[config.mk]
export PLATFORM = sky130hd
export DESIGN_NAME = rr_grant_arbiter
export DESIGN_NICKNAME = d
export VERILOG_FILES = /design/src/rtl/rr_grant_arbiter.sv
export SDC_FILE = /design/constraint.sdc
export NUM_CORES = 1
export LEC_CHECK = 0
export ABC_AREA = 1
export CAP_MARGIN = 0
export CORE_UTILIZATION = 37
export DETAILED_ROUTE_END_ITERATION = 7
export GPL_ROUTABILITY_DRIVEN = 0
export SKIP_LAST_GASP = 1
export SYNTH_ARGS = -nofsm -noshare
export SYNTH_HDL_FRONTEND = slang
export SYNTH_SLANG_ARGS = --single-unit
[constraint.sdc]
create_clock -name clk -period 3.7 [get_ports clk]
set_clock_uncertainty 0.1 [all_clocks]
set_input_delay 0.925 -clock clk [delete_from_list [all_inputs] [get_ports clk]]
set_output_delay 0.925 -clock clk [all_outputs]
set_load 0.02 [all_outputs]
[src/rtl/rr_grant_arbiter.sv]
// rtl/rr_grant_arbiter.sv - round-robin arbiter producing a registered one-hot grant under valid/ready
module rr_grant_arbiter #(
  parameter int REQ_WIDTH   = 4,
  parameter int INDEX_WIDTH = $clog2(REQ_WIDTH)
) (
  input  logic                   clk,
  input  logic                   rst,
  input  logic [REQ_WIDTH-1:0]   req_in,
  input  logic                   grant_ready_in,
  input  logic                   flush_in,
  output logic [REQ_WIDTH-1:0]   grant_out,
  output logic [INDEX_WIDTH-1:0] grant_index_out,
  output logic                   grant_valid_out
);

  localparam logic [0:0] IDLE  = 1'b0;
  localparam logic [0:0] GRANT = 1'b1;

  logic [0:0]             state;
  logic [INDEX_WIDTH-1:0] ptr;
  logic [INDEX_WIDTH-1:0] next_ptr;
  logic [INDEX_WIDTH:0]   idle_win;
  logic [INDEX_WIDTH:0]   hs_win;
  logic                   handshake;

  // First set request scanning from start upward with wrap-around.
  // Returns {found, index}; the loop runs backwards so the earliest
  // position in scan order is the last one written.
  function automatic logic [INDEX_WIDTH:0] search(
    input logic [REQ_WIDTH-1:0]   req,
    input logic [INDEX_WIDTH-1:0] start
  );
    logic [INDEX_WIDTH:0]   result;
    logic [INDEX_WIDTH-1:0] pos_idx;
    int                     pos;
    result = '0;
    for (int k = REQ_WIDTH - 1; k >= 0; k--) begin
      pos = int'(start) + k;
      if (pos >= REQ_WIDTH) pos = pos - REQ_WIDTH;
      pos_idx = pos[INDEX_WIDTH-1:0];
      if (req[pos_idx]) result = {1'b1, pos_idx};
    end
    return result;
  endfunction

  // Candidate winners: one from the current pointer (used when idle), one
  // from the pointer just past the served source (used on handshake).
  always_comb begin
    next_ptr  = (grant_index_out == INDEX_WIDTH'(REQ_WIDTH - 1)) ? '0 : grant_index_out + 1'b1;
    handshake = grant_valid_out && grant_ready_in;
    idle_win  = search(req_in, ptr);
    hs_win    = search(req_in, next_ptr);
  end

  // Grant registers, priority pointer and state; flush beats handshake.
  always_ff @(posedge clk) begin
    if (rst) begin
      state           <= IDLE;
      ptr             <= '0;
      grant_out       <= '0;
      grant_index_out <= '0;
      grant_valid_out <= 1'b0;
    end else if (flush_in) begin
      state           <= IDLE;
      grant_out       <= '0;
      grant_index_out <= '0;
      grant_valid_out <= 1'b0;
    end else begin
      case (state)
        IDLE: begin
          if (idle_win[INDEX_WIDTH]) begin
            state           <= GRANT;
            grant_out       <= REQ_WIDTH'(1) << idle_win[INDEX_WIDTH-1:0];
            grant_index_out <= idle_win[INDEX_WIDTH-1:0];
            grant_valid_out <= 1'b1;
          end
        end
        default: begin
          if (handshake) begin
            ptr <= next_ptr;
            if (hs_win[INDEX_WIDTH]) begin
              state           <= GRANT;
              grant_out       <= REQ_WIDTH'(1) << hs_win[INDEX_WIDTH-1:0];
              grant_index_out <= hs_win[INDEX_WIDTH-1:0];
              grant_valid_out <= 1'b1;
            end else begin
              state           <= IDLE;
              grant_out       <= '0;
              grant_index_out <= '0;
              grant_valid_out <= 1'b0;
            end
          end
        end
      endcase
    end
  end

endmodule

==> results.sh <==
export IMPL_status="finished, final reports clean"
export IMPL_ys_ff_latch=10
export IMPL_antenna_cells=0
export IMPL_yosysTopAreaCellShare_pct=27.31
export IMPL_critPathMostFrequentCell="nand2_1"
export IMPL_yosys_warnings=0
export IMPL_grt_overflow=0
export IMPL_wire_per_inst_um=10.28
export IMPL_grt_pass1_wl_um=3974
export IMPL_first_iter_violations=13
export IMPL_timing_final_hold_violations=0
export IMPL_async_reset_ff_share_pct=0
export IMPL_dieArea_sq_um=2731
export IMPL_nFillCells=273
export IMPL_grt_max_degree=13
export IMPL_p_int_mw=0.2351
export IMPL_cellPowerDensity_nw_per_um2=342.1
export IMPL_combinationalPowerShare_pct=42.2
export IMPL_slew_headroom_pct=73.15
export IMPL_cp_arrival_ns=2.60
export IMPL_synth_edf_count=0
export IMPL_htreeDepth=1
export IMPL_hpwl_um=1812
export IMPL_synth_top_cells_by_count="68 x nand2_1, 25 x inv_1, 16 x nand3_1"
export IMPL_core_area_sq_um=2297
export IMPL_final_cell_area_sq_um=1130
export IMPL_totalPowerFinal_mw=0.3865
export IMPL_syn_avg_cell_area_sq_um=5.434
export IMPL_holdPathEnd="grant_valid_out"
export IMPL_critPathLaunchType="input pin"
export IMPL_worstRegToRegCells=13
export IMPL_peakVddDrop_mv=0.2218
export IMPL_fp_dieH_um=52.26
export IMPL_wl_um=2220
export IMPL_finalMaxSlewViolations=0
export IMPL_tightest_slew_ns=0.4013
export IMPL_ys_seq_area_share_pct=21.42
export IMPL_gr_usage_all_layers_pct=19.33
export IMPL_antenna_found_initial=0
export IMPL_whs_ns=0.4139
export IMPL_rsz0062_at_grt="false"
export IMPL_drc=0
export IMPL_slowest_delay_ns=0.51
export IMPL_cts_sinks=10
export IMPL_hold_path_startpoint="grant_valid_out"
export IMPL_start_util_pct=40.69
export IMPL_cts_resized_gates=0
export IMPL_drive_gt1_share_pct=8.511
export IMPL_io_buffers=14
export IMPL_hold_depth=2
export IMPL_dp_cells=212
export IMPL_crit_type="in2reg"
export IMPL_insertion_delay_ns=0.27
export IMPL_cts_root_buf="clkbuf_4"
export IMPL_crit_path_max_fanout=4
export IMPL_num_vias=1055
export IMPL_synth_fp_nets=181
export IMPL_power_frac_seq_pct=31.2
export IMPL_finalNetCount=198
export IMPL_r2r_end="grant_out[2]"
export IMPL_syn2layout_area_growth_pct=20.88
export IMPL_rrSetupSlack_ns=1.45
export IMPL_crit_required_ns=3.78
export IMPL_ant_nets=0
export IMPL_synth_top_cells_by_area="nand2_1 27%, dfxtp_1 21%, inv_1 10%"
export IMPL_max_cap_viol_count=0
export IMPL_path_cells="clkdlybuf4s50_1, inv_1, o21ai_0, nand2_1, nand2_1, nand3_1, nand2_1, nand2_1, nand2_1, inv_1, nand2_1, nand3_1, nand2_1, inv_1"
export IMPL_fmaxAchievable_mhz=396.4
export IMPL_p_clk_share_pct=26.6
export IMPL_post_cts_setup_buffer_count=0
export IMPL_hold_path_class="reg2reg"
export IMPL_cts_tree="built"
export IMPL_fin_cells=216
export IMPL_r2r_start="grant_index_out[0]"
export IMPL_num_rows=17
export IMPL_synth_cells=172
export IMPL_clockBufferDepth=2
export IMPL_io_pins=15
export IMPL_synthMostInstantiatedCell="nand2_1"
export IMPL_ys_types=20
export IMPL_swShare_pct=39.17
export IMPL_first_pass_iters=4
export IMPL_syn_cell_area_sq_um=934.6
export IMPL_period_share_pct=68.17
export IMPL_cts_buffers=3
export IMPL_min_period_ns=2.522
export IMPL_leakage_nw=0.6345
export IMPL_dpl_instance_area_sq_um=1094
export IMPL_p_switching_mw=0.1514
export IMPL_critPathSlowestCell="clkdlybuf4s50_1"
export IMPL_final_setup_tns_ns=0
export IMPL_yosys_area_top_type="nand2_1"
export IMPL_die_w_um=52.26
export IMPL_clk_pin_slew_ns=0.07
export IMPL_end_kind="flip-flop"
export IMPL_holdBufCountCts=0
export IMPL_finalSetupViolCount=0
export IMPL_grt_pass1_vias=957
export IMPL_vias_per_cell=4.884
export IMPL_synth_ff_type="dfxtp_1"
[area by class of cell]
type	instances	area [sq um]	area share (%)
tap	28	35.03	3.101
timing repair buffer	14	140.1	12.40
clock buffer	4	36.28	3.212
multi-input combinational	132	613.1	54.26
sequential	10	200.2	17.72
inverter	28	105.1	9.302
[power by group through the flow]
stage	combinational [mW]	sequential, mW	clock (mW)
floorplan	0.115	0.129	0
global placement	0.161	0.123	0
detailed placement	0.164	0.123	0
CTS	0.165	0.121	0.104
global route	0.186	0.122	0.108
finish	0.163	0.121	0.103
[sequential cells by signal (all words and copies together) (netlist names)]
name	flops
grant_out	4
grant_index_out	2
ptr	2
grant_valid_out	1
state	1
[worst max-delay path, delay by kind of cell]
family	cells	cell delay, ns
buffers and inverters	4	0.69
AOI/OAI and AO/OA	1	0.22
and+or+nand+nor	9	0.75
[metal layers]
layer	global-route usage [%]	wire [um]
met1	24.22	1090
met2	33.55	1024
met3	2.609	71
met4	6.579	34
met5	0	0
[layout by cell type (no fill, tap or decap), drive strengths merged]
| master | synthesis | routed |
|---|---|---|
| nor2 | 12 | 12 |
| dfxtp | 10 | 10 |
| xnor2 | 1 | 1 |
| nand3 | 16 | 16 |
| o21ai | 15 | 15 |
| a21oi | 8 | 8 |
| clkdlybuf4s50 | 0 | 14 |
| inv | 28 | 28 |
| clkbuf | 0 | 4 |
| nand4 | 1 | 1 |
| ha | 1 | 1 |
| and2 | 1 | 1 |
| nand2 | 75 | 75 |
| nand3b | 2 | 2 |
[per-stage QoR]
step	setup slack, ns	utilization, %
CTS	1.166	49.18
global route	0.9199	49.18
detailed placement	0.8946	47.60
global placement	0.9458	47.60
finish	1.178	49.18
floorplan	1.629	-
[cells by family after synthesis]
| group | count (synthesis) | share of synthesized area [%] |
|---|---|---|
| DFF | 10 | 21.42 |
| AOI/OAI and AO/OA | 23 | 12.32 |
| buffers and inverters | 30 | 12.98 |
| xor gates and xnor gates | 1 | 0.9373 |
| and+or+nand+nor | 107 | 51.01 |
| adders and majority gates | 1 | 1.338 |
[how the worst max path moves through the flow]
stage / start / endpoint / slack (ns) / cells past startpoint
finish: req_in[0] / grant_out[2] / 1.18 / 14
global route: req_in[0] / grant_out[2] / 0.92 / 14
CTS: req_in[0] / grant_out[2] / 1.17 / 14
detailed placement: req_in[0] / grant_out[2] / 0.89 / 14
global placement: req_in[0] / grant_out[2] / 0.95 / 14
floorplan: grant_index_out[0] / grant_out[0] / 1.63 / 14
Note: power is estimated with default switching activity, not from simulation.
==> RTL edit 1: new RTL, config.mk and constraints unchanged <==
Change the parameter `REQ_WIDTH` from 4 to 8.
--- a/src/rtl/rr_grant_arbiter.sv
+++ b/src/rtl/rr_grant_arbiter.sv
@@ -1,5 +1,5 @@
 // rtl/rr_grant_arbiter.sv - round-robin arbiter producing a registered one-hot grant under valid/ready
 module rr_grant_arbiter #(
-  parameter int REQ_WIDTH   = 4,
+  parameter int REQ_WIDTH   = 8,
   parameter int INDEX_WIDTH = $clog2(REQ_WIDTH)
 ) (
Ports: changed (resized grant_index_out, grant_out and req_in); port bits go from 15 to 24. The function was not compared with the original's and may differ.
==> RTL edit 1 against the unedited design <==
- wire length grew to 2.6 times the old value
- power up 84%
- combinational power is 120% higher
- worst setup slack got worse by 0.53 ns
- die area rose by 120%
- final area up 110%
- non-clock buffer count grew 11
- synthesized area increased by 120%
- count of clock-buffer cells in the layout unchanged
- sequential share of layout area fell by 4.4 points
- first-iteration DRC count grew to 14 times the old value
- sequential cell count is 6 higher
- cell count grew 120%
- critical endpoint is now grant_index_out[2]$_SDFFE_PP0P_
- largest power group unchanged
==> RTL edit 1: results <==
[run_status]
outcome = complete, no violations

[detailed_routing]
drt-initial-drc-count = 179
met2WireLength_mm = 2.60
top_layer_used = met4
wl_met1_mm = 2.75
wl_met3_um = 362
routedWlPerCell_um = 12.0
avgViaCountPerCell = 5.06
dr.pass1.iters = 4

[yosys]
synth_nets = 408
synthCells = 391
synthTopCellsByArea = nand2_1, nand3_1, dfxtp_1
ys_seq_area_frac = 0.154
async_flop_share = 0
ys_types = 28
ys_top_cells_by_count = nand2_1, nand3_1, inv_1, nor2_1, a21oi_1
synth_xor_area_frac = 0.0253
synth_fa_ha_area_frac = 0.0301
synth_compound_area_frac = 0.120

[timing]
slew-limit-headroom = 0.524
holdWs_ns = 0.418
clock.fmax_mhz = 328

[placed_design]
place_area_um2 = 2350
post-place-ws_ns = 0.476
hpwl_mm = 4.54
portBuffers = 23

[final_layout]
drive_gt1_frac = 0.0706
fin_cells = 481
num_antenna_cells = 0
top_regs = grant_out (8), grant_index_out (3), ptr (3)
fin_nets = 429

[grt]
use_met3 = 0.0274
grt_util_met2 = 0.354
grt_max_degree = 19
grt_antenna_before_repair = 0
met1_usage = 0.255
grt_pass1_wl_mm = 9.76
grt_pass1_vias = 2218
grtUsageTotal = 0.200

[hold_path]
hold_start = grant_out[0]$_SDFFE_PP0P_
holdPathEnd = grant_out[0]$_SDFFE_PP0P_

[setup_path]
path_max_fanout = 18
critical_path.max_stage_delay_ns = 0.55
cp.arrival_ns = 3.07
cp-startpoint = grant_index_out[0]$_SDFFE_PP0P_
crit_end = grant_index_out[2]$_SDFFE_PP0P_
slowest_stage = ha_1
r2r_slack_ns = 0.65
rr_worst_depth = 17

[power_and_ir_drop]
power_clock_mw = 0.158
sw_frac_of_total = 0.441
seq-power_mw = 0.188
power.leakage_nw = 1.25
ir_drop_mv = 0.195

[clock_network]
h-tree-depth = 1
root_buffer = clkbuf_8
RTL edit 1: changes by cell type in the layout (fill, tap and decap cells not counted), sizes merged, moves of 4 or more:
| cell | before | now |
|---|---|---|
| ha | 1 | 5 |
| a21oi | 8 | 25 |
| clkdlybuf4s50 | 14 | 23 |
| dfxtp | 10 | 16 |
| nor2 | 12 | 41 |
| nand3 | 16 | 75 |
| inv | 28 | 46 |
| nand2 | 75 | 145 |
RTL edit 1: metrics by stage:
step	utilization	power [mW]
final	0.456	0.710
after global placement	0.446	0.553
after detailed placement	0.446	0.551
after CTS	0.456	0.710
after floorplan	-	0.469
after global routing	0.456	0.767
RTL edit 1: final cells by class:
| type | count | area, µm² |
|---|---|---|
| fill | 620 | 2870 |
| tap | 70 | 87.6 |
| clock buffer | 4 | 55.1 |
| sequential | 16 | 320 |
| inverter | 46 | 175 |
| multi-input combinational | 320 | 1520 |
| timing repair buffer | 25 | 245 |
==> RTL edit 2: new RTL, config.mk and constraints unchanged <==
Without the edit above. Make the reset (`rst`) asynchronous in one clocked block.
--- a/src/rtl/rr_grant_arbiter.sv
+++ b/src/rtl/rr_grant_arbiter.sv
@@ -54,5 +54,5 @@
 
   // Grant registers, priority pointer and state; flush beats handshake.
-  always_ff @(posedge clk) begin
+  always_ff @(posedge clk or posedge rst) begin
     if (rst) begin
       state           <= IDLE;
Behaviour: differs if rst is asserted again (counterexample within 4 cycles, from zero or initial values and one cycle with rst high); with rst held inactive, the same outputs for 10 cycles.
==> RTL edit 2 against the unedited design <==
- first-iteration DRC count up 54%
- final area up 4.4%
- wire length down 3.3%
- synthesized area up 6.8%
- worst setup slack better by 0.082 ns
- largest cell class unchanged
- sequential cell count unchanged
- register-to-register slack better by 0.12 ns
Power is not compared: it rests on default switching activity, and its combinational part moved more than twofold at a synthesized area within 25%.
==> RTL edit 2: results <==
[run_status]
outcome = complete, no violations

[setup_path]
cp.arrival_ns = 1.42
r2r_slack_ns = 1.57
path_max_fanout = 6
rr_endpoint = grant_out[3]$_DFFE_PP0P_
critical_path.max_stage_delay_ns = 0.66

[grt]
grt_util_met2 = 0.278
grt_pass1_wl_mm = 3.79
grt_max_degree = 11
use_met3 = 0.0480
grt_pass1_vias = 914

[final_layout]
synthToLayoutAreaGrowth_pct = 18.2
drive_gt1_frac = 0.160
inv_count = 25
nMultiInputCombCells = 129
buf_share = 0.119
fin_nets = 192
fillers = 265

[placed_design]
place_area_um2 = 1160

[yosys]
synth_compound_area_frac = 0.0902
async_flop_share = 1.00
ys_types = 26
ys_seq_area_frac = 0.251
ys_top_cells_by_count = nand2_1, inv_1, nand3_1, dfrtp_1, nor2_1

[detailed_routing]
drt-initial-drc-count = 20
wl_met3_um = 95
routedWlPerCell_um = 10.2

[hold_path]
hold_start = grant_out[1]$_DFFE_PP0P_
holdPathEnd = grant_out[1]$_DFFE_PP0P_
-- RTL edit 2: how the worst max path moves through the flow --
stage                                   startpoint                              to  slack (ns)  cells past startpoint
floorplan                                req_in[2]        grant_out[3]$_DFFE_PP0P_        1.70                     12
global route                             req_in[1]        grant_out[3]$_DFFE_PP0P_        1.15                     11
detailed placement                       req_in[3]  grant_index_out[0]$_DFFE_PP0P_        1.05                     13
global placement                         req_in[3]  grant_index_out[0]$_DFFE_PP0P_        1.07                     13
finish              grant_index_out[0]$_DFFE_PP0P_              grant_index_out[0]        1.26                      1
CTS                 grant_index_out[0]$_DFFE_PP0P_              grant_index_out[0]        1.24                      1
-- RTL edit 2: through the flow --
stage	instances	total power, mW	setup slack, ns	utilization
5_1_grt	211	1.35	1.15	0.468
3_3_place_gp	208	1.11	1.07	0.459
3_5_place_dp	208	1.13	1.05	0.459
2_1_floorplan	166	0.933	1.70	-
6_report	211	1.20	1.26	0.468
4_1_cts	211	1.20	1.24	0.468
